===== config.mk =====
export PLATFORM = sky130hd
export DESIGN_NAME = ctext_word_buffer
export DESIGN_NICKNAME = d
export VERILOG_FILES = /design/src/rtl/ctext_word_buffer_pkg.sv /design/src/rtl/ctext_word_buffer_word_fifo.sv /design/src/rtl/ctext_word_buffer.sv
export SDC_FILE = /design/constraint.sdc
export NUM_CORES = 1
export LEC_CHECK = 0
export BUFFER_PORTS_ARGS = -buffer_cell sky130_fd_sc_hd__buf_2
export CORE_UTILIZATION = 50
export DETAILED_ROUTE_END_ITERATION = 8
export GPL_ROUTABILITY_DRIVEN = 0
export PLACE_DENSITY = 0.68
export SLEW_MARGIN = 5
export SYNTH_ARGS = -nofsm -noshare
export SYNTH_HDL_FRONTEND = slang
export SYNTH_SLANG_ARGS = --single-unit

===== constraint.sdc =====
create_clock -name clk -period 9.6 [get_ports clk]
set_input_delay 0.48 -clock clk [delete_from_list [all_inputs] [get_ports clk]]
set_output_delay 0.48 -clock clk [all_outputs]
set_load 0.01 [all_outputs]

===== src/rtl/ctext_word_buffer_pkg.sv =====
// Shared types for the AES ciphertext output path: word type, sequencer states, byte swap helper.
package aes_out_pkg;

  typedef logic [31:0] word_t;

  typedef enum logic {
    IDLE  = 1'b0,
    DRAIN = 1'b1
  } out_state_t;

  localparam int unsigned WORD_BYTES = 4;

  function automatic word_t byte_swap(input word_t w);
    word_t r;
    r = '0;
    for (int unsigned i = 0; i < WORD_BYTES; i++) begin
      r[8*i +: 8] = w[8*(WORD_BYTES-1-i) +: 8];
    end
    return r;
  endfunction

endpackage


===== src/rtl/ctext_word_buffer_word_fifo.sv =====
// Synchronous show-ahead FIFO with push/pop, occupancy count and synchronous flush.
module word_fifo #(
  parameter int unsigned DEPTH = 8,
  parameter int unsigned WIDTH = 32
) (
  input  logic                           clk,
  input  logic                           n_rst,
  input  logic                           flush,
  input  logic                           push,
  input  logic [WIDTH-1:0]               push_data,
  input  logic                           pop,
  output logic [WIDTH-1:0]               head,
  output logic [$clog2(DEPTH+1)-1:0]     count
);

  localparam int unsigned PW = $clog2(DEPTH);
  localparam int unsigned CW = $clog2(DEPTH+1);

  logic [WIDTH-1:0] mem [DEPTH];
  logic [PW-1:0]    wr_ptr;
  logic [PW-1:0]    rd_ptr;
  logic             do_pop;
  logic             full;

  // Pop on empty is silently ignored.
  assign do_pop = pop && (count != '0);
  assign full   = (count == CW'(DEPTH));
  assign head   = (count != '0) ? mem[rd_ptr] : '0;

  always_ff @(posedge clk or negedge n_rst) begin
    if (!n_rst) begin
      wr_ptr <= '0;
      rd_ptr <= '0;
      count  <= '0;
    end else if (flush) begin
      wr_ptr <= '0;
      rd_ptr <= '0;
      count  <= '0;
    end else begin
      if (push)   wr_ptr <= wr_ptr + PW'(1);
      if (do_pop) rd_ptr <= rd_ptr + PW'(1);
      case ({push, do_pop})
        2'b10:   count <= count + CW'(1);
        2'b01:   count <= count - CW'(1);
        default: count <= count;
      endcase
    end
  end

  always_ff @(posedge clk) begin
    if (push && !flush) mem[wr_ptr] <= push_data;
  end

  always_ff @(posedge clk) begin
    if (n_rst && !flush) begin
      assert (!(push && !do_pop && full)) else $error("word_fifo: push on full");
    end
  end

endmodule


===== src/rtl/ctext_word_buffer.sv =====
// Sequences the 128->32 output shift register into a word FIFO read by the host.
// Optional macro CTEXT_BYTE_SWAP_EN: byte-reverse each word on push for a little-endian host.
module ctext_word_buffer
  import aes_out_pkg::*;
#(
  parameter int unsigned FIFO_DEPTH      = 8,
  parameter int unsigned WORDS_PER_BLOCK = 4
) (
  input  logic                              clk,
  input  logic                              n_rst,
  input  logic                              block_valid,
  output logic                              block_ready,
  input  logic                              flush,
  output logic                              sr_load,
  output logic                              sr_shift,
  input  logic [31:0]                       sr_word,
  output logic                              word_valid,
  input  logic                              word_ready,
  output logic [31:0]                       word_data,
  output logic [$clog2(FIFO_DEPTH+1)-1:0]   fifo_count
);

  localparam int unsigned      CNT_W     = $clog2(FIFO_DEPTH+1);
  localparam logic [CNT_W-1:0] SPACE_LIM = CNT_W'(FIFO_DEPTH - WORDS_PER_BLOCK);
  localparam logic [1:0]       LAST_IDX  = 2'(WORDS_PER_BLOCK - 1);

  out_state_t state, state_n;
  logic [1:0] word_idx, word_idx_n;
  logic       push;
  word_t      push_data;

`ifdef CTEXT_BYTE_SWAP_EN
  assign push_data = byte_swap(sr_word);
`else
  assign push_data = sr_word;
`endif

  assign word_valid = (fifo_count != '0);

  word_fifo #(
    .DEPTH (FIFO_DEPTH),
    .WIDTH ($bits(word_t))
  ) u_fifo (
    .clk       (clk),
    .n_rst     (n_rst),
    .flush     (flush),
    .push      (push),
    .push_data (push_data),
    .pop       (word_valid && word_ready),
    .head      (word_data),
    .count     (fifo_count)
  );

  always_ff @(posedge clk or negedge n_rst) begin
    if (!n_rst) begin
      state    <= IDLE;
      word_idx <= '0;
    end else begin
      state    <= state_n;
      word_idx <= word_idx_n;
    end
  end

  // Space for a whole block is reserved at the handshake, so DRAIN never stalls.
  // block_ready is gated by n_rst because it is combinational from the count.
  always_comb begin
    state_n     = state;
    word_idx_n  = word_idx;
    block_ready = 1'b0;
    sr_load     = 1'b0;
    sr_shift    = 1'b0;
    push        = 1'b0;
    if (flush) begin
      state_n    = IDLE;
      word_idx_n = '0;
    end else begin
      case (state)
        IDLE: begin
          block_ready = n_rst && (fifo_count <= SPACE_LIM);
          if (block_valid && block_ready) begin
            sr_load    = 1'b1;
            state_n    = DRAIN;
            word_idx_n = '0;
          end
        end
        DRAIN: begin
          sr_shift   = 1'b1;
          push       = 1'b1;
          word_idx_n = word_idx + 2'd1;
          if (word_idx == LAST_IDX) state_n = IDLE;
        end
        default: state_n = IDLE;
      endcase
    end
  end

endmodule


==> impl_metrics.json, run 1 <==
{
  "root_buffer": "clkbuf_16",
  "combPwrFrac_pct": 23.5,
  "peakVddDrop_v": 0.000194,
  "synth_compound_area_share_pct": 0.810,
  "yosys_warnings": 0,
  "worst_path_largest_cell_delay_ns": 0.79,
  "postSynthNetCount": 537,
  "cts_setup_buffers": 0,
  "cp.arrival_ns": 3.15,
  "htreeDepth": 1,
  "nets": 630,
  "clockPowerShare_pct": 31.4,
  "setup-tns-final_ns": 0,
  "cts_resized": 0,
  "report.final.slew_viol_count": 0,
  "grt_pass1_vias": 5385,
  "rows": 52,
  "ys_ff_latch": 269,
  "clockBufferDepth": 3,
  "drt_wl_total_mm": 20.1,
  "port_buffers": 76,
  "synth_cells": 495,
  "grtUsageTotal_pct": 19.3,
  "critical_path_class": "flop to output pin",
  "grt_antenna_before_repair": 1,
  "syn_area_per_cell_um2": 21.2,
  "worstSkewPairLatency_ns": 0.52,
  "synthAdderAreaFrac_pct": 0.596,
  "final_common_cell": "edfxtp_1",
  "cts_made_buffers": 27,
  "instances_no_fill": 875,
  "p_int_w": 0.00219,
  "drive_above_1_share_pct": 33.9,
  "layout_setup_ws_ns": 5.97,
  "die_h_um": 147,
  "synth_flop_cell": "edfxtp_1",
  "grt_pass1_wl_mm": 31.0,
  "powerDensity_nw_per_um2": 251,
  "async_flop_share_pct": 4.83,
  "fin_crit_sh_pct": 37.8,
  "wl_per_cell_um": 22.9,
  "cp_slowest_cell": "dfrtp_4",
  "drc_errors": 0,
  "vias": 4949,
  "cts_tree": "done",
  "muxShareOfSynthArea_pct": 17.3,
  "dpl.cell_count": 828,
  "path_clk_slew_ns": 0.06,
  "core_um2": 20400,
  "pwr-share-seq_pct": 45.1,
  "pre_cts_ws_ns": 6.42,
  "synthSimpleGateAreaFrac_pct": 3.20,
  "finalClockSkew_ns": 0.00549,
  "synth_top_family_by_area": "multiplexers",
  "drtIter0Drc": 327,
  "power_switching_w": 0.000844,
  "tightest_slew_ns": 0.924,
  "finalSetupViolCount": 0,
  "floorplan.initialDensity_pct": 51.4,
  "hp-class": "input pin to flop",
  "dp.final_hpwl_mm": 11.6,
  "route.detailed.vias_per_inst": 5.66,
  "cp-start-kind": "flop",
  "leakage_nw": 3.94,
  "hold_buffers": 1,
  "cp_data_required_time_ns": 9.12,
  "slew_headroom_pct": 38.0,
  "grt_max_degree": 67,
  "antennaDiodeCount": 0,
  "drv_cap": 0,
  "layout_common_cells": "256 x edfxtp_1, 76 x buf_2, 64 x mux4_2, 42 x nor2_1, 35 x mux2i_1",
  "drt_pass1_iterations": 4,
  "cp_cell_sequence": "buf_4, mux4_2, mux2i_1, nor2_1, buf_2",
  "p_sw_share_pct": 27.8,
  "clkSinkCount": 269,
  "netlist_area_um2": 10500,
  "rsz0062_at_grt": "no",
  "synth_edf_count": 256,
  "synthXorXnorAreaFrac_pct": 0.655,
  "cp-end-kind": "output pin",
  "placed_area_um2": 11300,
  "stdcell_area_um2": 12100,
  "status": "completed",
  "synth_cell_types": 32,
  "fin_crit_ns": 3.63,
  "dieArea_um2": 21600,
  "postRouteAntennaNets": 0,
  "clock.fmax_ghz": 0.275,
  "ios": 77,
  "worst-path-max-fanout": 40,
  "p_total_w": 0.00304,
  "hold_viol": 0,
  "overflow": 0,
  "synth.yosys.seq_area_share_pct": 76.3,
  "area_growth_pct": 14.9,
  "die_w_um": 147
}
[Yosys cell counts (all sizes together) (2+ instances only)]
cell / instances / area share [%]
a21oi: 4 / 0.19
a31oi: 2 / 0.12
and2: 2 / 0.12
buf: 12 / 0.60
clkbuf: 13 / 0.48
dfrtp: 13 / 3.1
edfxtp: 256 / 73
ha: 5 / 0.60
inv: 3 / 0.11
mux2: 2 / 0.21
mux2i: 35 / 3.3
mux4: 64 / 14
nand2: 6 / 0.21
nand2b: 5 / 0.30
nand3b: 4 / 0.29
nor2: 48 / 1.7
nor3: 3 / 0.14
o21ai: 2 / 0.095
o31ai: 2 / 0.14
xnor2: 2 / 0.17
xor2: 5 / 0.49
[final timing paths]
path                                          end  slack, ns  depth (start not counted)        startpoint
worst max-delay path                word_data[10]       5.97                          5  u_fifo.rd_ptr[0]
worst min-delay path             u_fifo.mem[6][6]       0.22                          1        sr_word[6]
worst max register to register  u_fifo.mem[1][23]       6.70                          5             state
worst min register to register        word_idx[1]       0.59                          2       word_idx[1]
max in group asynchronous        u_fifo.rd_ptr[0]       8.93                          2             n_rst
min in group asynchronous             word_idx[0]       0.39                          2             n_rst
[power by group through the flow]
stage | Clock [W] | Sequential [W] | Combinational (W)
2_1_floorplan | 0 | 0.00135 | 0.000526
3_3_place_gp | 0 | 0.00139 | 0.000720
3_5_place_dp | 0 | 0.00140 | 0.000731
4_1_cts | 0.000971 | 0.00137 | 0.000733
5_1_grt | 0.00101 | 0.00138 | 0.000781
6_report | 0.000953 | 0.00137 | 0.000712
[worst max-delay path: cells and delay by family, from the launching register on]
family	cells	cell delay, ns
simple gates	1	0.06
mux	2	0.82
buf+inv	2	0.90
flops	1	0.79
[kinds of logic after synthesis]
family	count (synthesis)
compound gates	11
xor+xnor	7
fa+ha+maj	5
buf+inv	28
flops	269
mux	101
simple gates	74
[final cells by class]
| class | count | area [µm²] |
|---|---|---|
| inverters | 3 | 11.3 |
| fillers | 1513 | 8360 |
| well taps | 270 | 338 |
| clock inverters | 16 | 108 |
| repair buffers | 89 | 480 |
| multi-input cells | 198 | 2430 |
| clock buffers | 30 | 687 |
| flip-flops and latches | 269 | 8020 |
[layer usage]
layer	vias to the layer above	global-route usage, %	routed length [µm]
li1	2192	-	-
met2	102	32.7	10200
met4	2	5.67	496
met1	2615	26.1	8500
met5	-	0	12
met3	38	2.98	817
[flip-flops by register name (all words and copies together) (netlist names)]
register / count
u_fifo.rd_ptr: 3
u_fifo.mem: 256
state: 1
u_fifo.wr_ptr: 3
word_idx: 2
u_fifo.count: 4
[per-stage QoR]
stage	utilization (%)	hold WS, ns
global placement	55.2	0.391
global route	59.1	0.223
floorplan	-	0.184
detailed placement	55.2	0.399
finish	59.1	0.222
CTS	59.1	0.201
No activity file was read; power rests on OpenSTA's default activity.
==> run 2: changes to the inputs <==
ABC_AREA = 1   (was not set)
PLACE_DENSITY = 0.71   (was 0.68)
clock period = 3.2 ns   (was 9.6 ns; I/O delays follow)
==> run 2 against run 1 <==
  * Synthesized area increased by 2.0%
  * Non-clock buffer count increased by 43
  * Hold slack got worse by 0.17 ns
  * Combinational power increased to 3.0 times the previous value
  * Synthesized cell count increased by 69%
  * Final cell count increased by 41%
  * Clock power increased to 3.3 times the previous value
  * Critical endpoint is now word_data[17]
  * Largest cell class unchanged
==> impl_metrics.json, run 2 <==
{
  "cts_setup_buffers": 0,
  "cp-start-kind": "flop",
  "tightest_slew_ns": 0.748,
  "largest_reg_flops": 256,
  "cts_made_buffers": 27,
  "syn_area_per_cell_um2": 12.8,
  "cp-end-kind": "output pin",
  "synth.yosys.seq_area_share_pct": 74.8,
  "hp-class": "input pin to flop",
  "cts_tree": "done",
  "postSynthNetCount": 877,
  "grt_max_degree": 130,
  "top_register": "u_fifo.mem",
  "clockBufferDepth": 3,
  "cp_data_required_time_ns": 3.04,
  "grt_use_met3_pct": 3.19,
  "synthTopCellsByCount": "256 x edfxtp_1, 208 x nor2_1, 99 x o21ai_0, 71 x o21ai_1",
  "layout_setup_ws_ns": 0.390,
  "grtUsageMet2_pct": 36.1,
  "drt_wl_total_mm": 22.9,
  "drv_cap": 0,
  "die_h_um": 148,
  "worst-path-max-fanout": 44,
  "synth_cell_types": 30,
  "wl_per_cell_um": 18.5,
  "route.detailed.vias_per_inst": 5.54,
  "pre_cts_ws_ns": 0.939,
  "leakage_nw": 4.46,
  "grt_pass1_wl_mm": 36.0,
  "critical_path_class": "flop to output pin",
  "layout_common_cells": "256 x edfxtp_1, 200 x nor2_1, 99 x o21ai_0, 76 x buf_2, 71 x o21ai_1",
  "die_w_um": 148,
  "netlist_area_um2": 10700,
  "rows": 53,
  "powerDensity_nw_per_um2": 729,
  "drive_above_1_share_pct": 16.5,
  "path_clk_slew_ns": 0.06,
  "grt_pass1_vias": 6659,
  "root_buffer": "clkbuf_16",
  "stdcell_area_um2": 12700,
  "met1_usage_pct": 28.7,
  "yosysMostFrequentCell": "edfxtp_1",
  "final_common_cell": "edfxtp_1",
  "fin_crit_sh_pct": 87.8,
  "grt_antenna_before_repair": 0,
  "status": "completed",
  "slew_headroom_pct": 50.1,
  "nets": 986,
  "drt_pass1_iterations": 5,
  "finalSetupViolCount": 0,
  "setup-tns-final_ns": 0,
  "drtIter0Drc": 672,
  "grt.busiest_layer": "met2",
  "worstSkewPairLatency_ns": 0.53,
  "drc_errors": 0,
  "cts_resized": 0,
  "area_growth_pct": 18.6,
  "fin_crit_ns": 2.81,
  "report.final.slew_viol_count": 0,
  "async_flop_share_pct": 4.83,
  "synth_top_cell_by_area": "edfxtp_1",
  "synth_flop_cell": "edfxtp_1",
  "rsz0062_at_grt": "no",
  "vias": 6862,
  "dp.final_hpwl_mm": 12.4,
  "port_buffers": 76,
  "p_total_w": 0.00926,
  "synth_area_leaders": "edfxtp_1 72%, nor2_1 7.3%, o21ai_0 4.6%",
  "yosys_warnings": 0,
  "synth.top_cell.area_share_pct": 71.8,
  "ys_ff_latch": 269,
  "hold_buffers": 36,
  "floorplan.initialDensity_pct": 50.9,
  "antennaDiodeCount": 0,
  "clock.fmax_ghz": 0.356,
  "grtUsageTotal_pct": 21.2,
  "synth_cells": 835,
  "ios": 77,
  "peakVddDrop_v": 0.000504,
  "finalClockSkew_ns": 0.00937,
  "htreeDepth": 1,
  "dieArea_um2": 22000,
  "cp.arrival_ns": 2.65,
  "postRouteAntennaNets": 0,
  "placed_area_um2": 11400,
  "hold_viol": 0,
  "top_regs": "u_fifo.mem (256), u_fifo.count (4)",
  "clkSinkCount": 269,
  "overflow": 0,
  "core_um2": 21000,
  "synth_edf_count": 256
}
-- run 2: layer usage --
metal  wire (µm)  up-vias  part of all wire [%]
met5           0        -                     0
met4         419        0                   1.8
met3        1270       30                   5.5
met2       11400      196                    50
met1        9760     3358                    43
li1            -     3278                     -
-- run 2: cell families (layout without fill, tap and decap cells) --
group	Yosys count	in the layout	synth area share (%)
compound gates	240	240	12.1
buf+inv	74	202	3.34
simple gates	246	246	9.11
fa+ha+maj	5	5	0.584
xor+xnor	1	1	0.0818
flops	269	269	74.8
-- run 2: metrics by stage --
step / cells / hold slack [ns] / utilization, %
final: 1238 / 0.0486 / 60.4
after global routing: 1238 / 0.0816 / 60.4
after CTS: 1238 / 0.0417 / 60.4
after detailed placement: 1154 / 0.0753 / 54.5
after global placement: 1154 / 0.0800 / 54.5
after floorplan: 835 / -0.136 / -
-- run 2: critical path: stages, from the launching register on --
cell and delay, ns:
dfrtp_4 0.49, clkinv_2 0.42, buf_4 0.37, o21ai_0 0.16, o22ai_1 0.17, o21ai_1 0.08
a31oi_1 0.24, buf_2 0.18
-- run 2: report_power, final --
group / total (W) / internal (W) / switching [W]
Clock: 0.00318 / 0.00190 / 0.00127
Combinational: 0.00214 / 0.000719 / 0.00142
Sequential: 0.00394 / 0.00391 / 0.0000341
Total: 0.00926 / 0.00653 / 0.00273
-- run 2: final timing paths --
| check | slack, ns | depth (start not counted) | to | start |
|---|---|---|---|---|
| max | 0.39 | 7 | word_data[17] | u_fifo.rd_ptr[0] |
| min reg2reg | 0.51 | 1 | word_idx[0] | word_idx[0] |
| max reg2reg | 1.04 | 11 | u_fifo.count[3] | u_fifo.count[0] |
| max in group asynchronous | 2.85 | 2 | u_fifo.rd_ptr[0] | n_rst |
| min | 0.05 | 4 | word_idx[0] | block_valid |
| min in group asynchronous | 0.07 | 2 | state | n_rst |
-- run 2: layout make-up --
cell class | count | area (µm²)
Clock inverter | 15 | 174
Sequential cell | 269 | 8020
Clock buffer | 33 | 718
Inverter | 22 | 83.8
Multi-Input combinational cell | 492 | 2400
Timing Repair Buffer | 132 | 966
Fill cell | 1614 | 8320
Tap cell | 275 | 344
==> run 3: changes to the inputs <==
CORE_UTILIZATION = 39   (was 50)
PLACE_DENSITY = not set   (was 0.71)
==> run 3 against run 2 <==
  * Total power shrank 0.60%
  * Wire length grew 5.6%
  * Combinational power is essentially flat
==> impl_metrics.json, run 3 (synthesis results as in run 2) <==
{
  "status": "completed",
  "dieArea_um2": 28100,
  "grt_pass1_wl_mm": 37.7,
  "rsz0062_at_grt": "no",
  "cp_num_buf_inv": 2,
  "htreeDepth": 1,
  "peakVddDrop_v": 0.000506,
  "drive_above_1_share_pct": 16.3,
  "drtIter0Drc": 505,
  "critical_path_class": "flop to output pin",
  "setup-tns-final_ns": 0,
  "grt_pass1_vias": 6741,
  "drc_errors": 0,
  "leakage_nw": 4.45,
  "antennaDiodeCount": 0,
  "crit_family": "buffers and inverters",
  "cp_data_required_time_ns": 3.04,
  "nets": 986,
  "drv_cap": 0,
  "top_register": "u_fifo.mem",
  "overflow": 0,
  "top_regs": "u_fifo.mem (256), u_fifo.count (4)",
  "clkSinkCount": 269,
  "worst_path_largest_cell_delay_ns": 0.62,
  "cts_tree": "done",
  "drt_wl_total_mm": 24.1,
  "finalClockSkew_ns": 0.00748,
  "rr_worst_depth": 5,
  "rows": 60,
  "tightest_slew_ns": 0.798,
  "floorplan.initialDensity_pct": 39.7,
  "port_buffers": 76,
  "hold_viol": 0,
  "report.final.slew_viol_count": 0,
  "die_w_um": 168,
  "grt_antenna_before_repair": 0,
  "clockBufferDepth": 3,
  "ios": 77,
  "powerDensity_nw_per_um2": 723,
  "grt_max_degree": 130,
  "cp.arrival_ns": 2.56,
  "worstSkewPairLatency_ns": 0.55,
  "clock.fmax_ghz": 0.368,
  "slew_headroom_pct": 46.8,
  "worst-path-max-fanout": 65,
  "die_h_um": 168,
  "pre_cts_ws_ns": 1.07,
  "route.detailed.vias_per_inst": 5.24,
  "cp-end-kind": "output pin",
  "fin_crit_ns": 2.72,
  "grtUsageTotal_pct": 17.4,
  "hp-class": "input pin to flop",
  "cp_slowest_cell": "buf_4",
  "cp_cell_sequence": "buf_4, o21ai_0, o22ai_1, o21ai_1, a31oi_1, buf_2",
  "core_um2": 27000,
  "area_growth_pct": 18.8,
  "dp.final_hpwl_mm": 12.1,
  "fin_crit_sh_pct": 85.0,
  "largest_reg_flops": 256,
  "path_clk_slew_ns": 0.06,
  "root_buffer": "clkbuf_16",
  "final_common_cell": "edfxtp_1",
  "cts_made_buffers": 29,
  "postRouteAntennaNets": 0,
  "cp-start-kind": "flop",
  "holdPathStages": 3,
  "wl_per_cell_um": 18.5,
  "crit_cells": 6,
  "finalSetupViolCount": 0,
  "drt_pass1_iterations": 5,
  "layout_setup_ws_ns": 0.480,
  "layout_common_cells": "256 x edfxtp_1, 200 x nor2_1, 99 x o21ai_0, 76 x buf_2, 71 x o21ai_1",
  "vias": 6837
}
-- run 3: cell type report --
class | count | area (µm²)
flip-flops and latches | 269 | 8020
inverters | 22 | 83.8
repair buffers | 130 | 926
clock buffers | 40 | 777
multi-input cells | 492 | 2400
fillers | 2366 | 14200
well taps | 341 | 427
clock inverters | 11 | 97.6
-- run 3: repair_timing --
item,4_1_cts,5_1_grt
hold buffers,36,0
setup buffers,0,0
hold endpoints to repair,274,0
gates resized for setup,0,0
endpoints found under the setup margin,0,0
-- run 3: path summary, 6_finish.rpt --
path | slack (ns) | from | endpoint
min in group asynchronous | 0.05 | n_rst | u_fifo.count[3]
hold reg to reg | 0.51 | word_idx[0] | word_idx[0]
setup reg to reg | 1.02 | u_fifo.rd_ptr[1] | u_fifo.rd_ptr[1]
setup / recovery | 0.48 | u_fifo.rd_ptr[1] | word_data[17]
hold / removal | 0.04 | block_valid | word_idx[1]
max in group asynchronous | 2.87 | n_rst | u_fifo.rd_ptr[0]
-- run 3: where the power goes --
part           internal (W)  switching (W)  total (W)
clock               0.00178        0.00131    0.00309
sequential          0.00391      0.0000332    0.00394
combinational      0.000730        0.00144    0.00217
-- run 3: through the flow --
step	instance area [µm²]	utilization, %	hold WS, ns	cells	power, W
finish	12700	47.2	0.0403	1305	0.00921
floorplan	10700	-	-0.136	835	0.00549
CTS	12700	47.2	0.0279	1305	0.00929
detailed placement	11500	42.6	0.0774	1218	0.00617
global route	12700	47.2	0.0624	1305	0.00966
global placement	11500	42.6	0.0769	1218	0.00615
-- run 3: worst min-delay path, stage by stage --
cell and delay [ns]:
buf_2 0.10, nand3_1 0.13, a32o_1 0.17
-- run 3: routing by layer --
| layer | routed length [µm] | track usage [%] | vias to the layer above |
|---|---|---|---|
| met3 | 1060 | 2.79 | 36 |
| met2 | 11100 | 28.1 | 164 |
| met5 | 0 | 0 | - |
| met4 | 512 | 5.27 | 0 |
| li1 | - | - | 3266 |
| met1 | 11500 | 24.2 | 3371 |
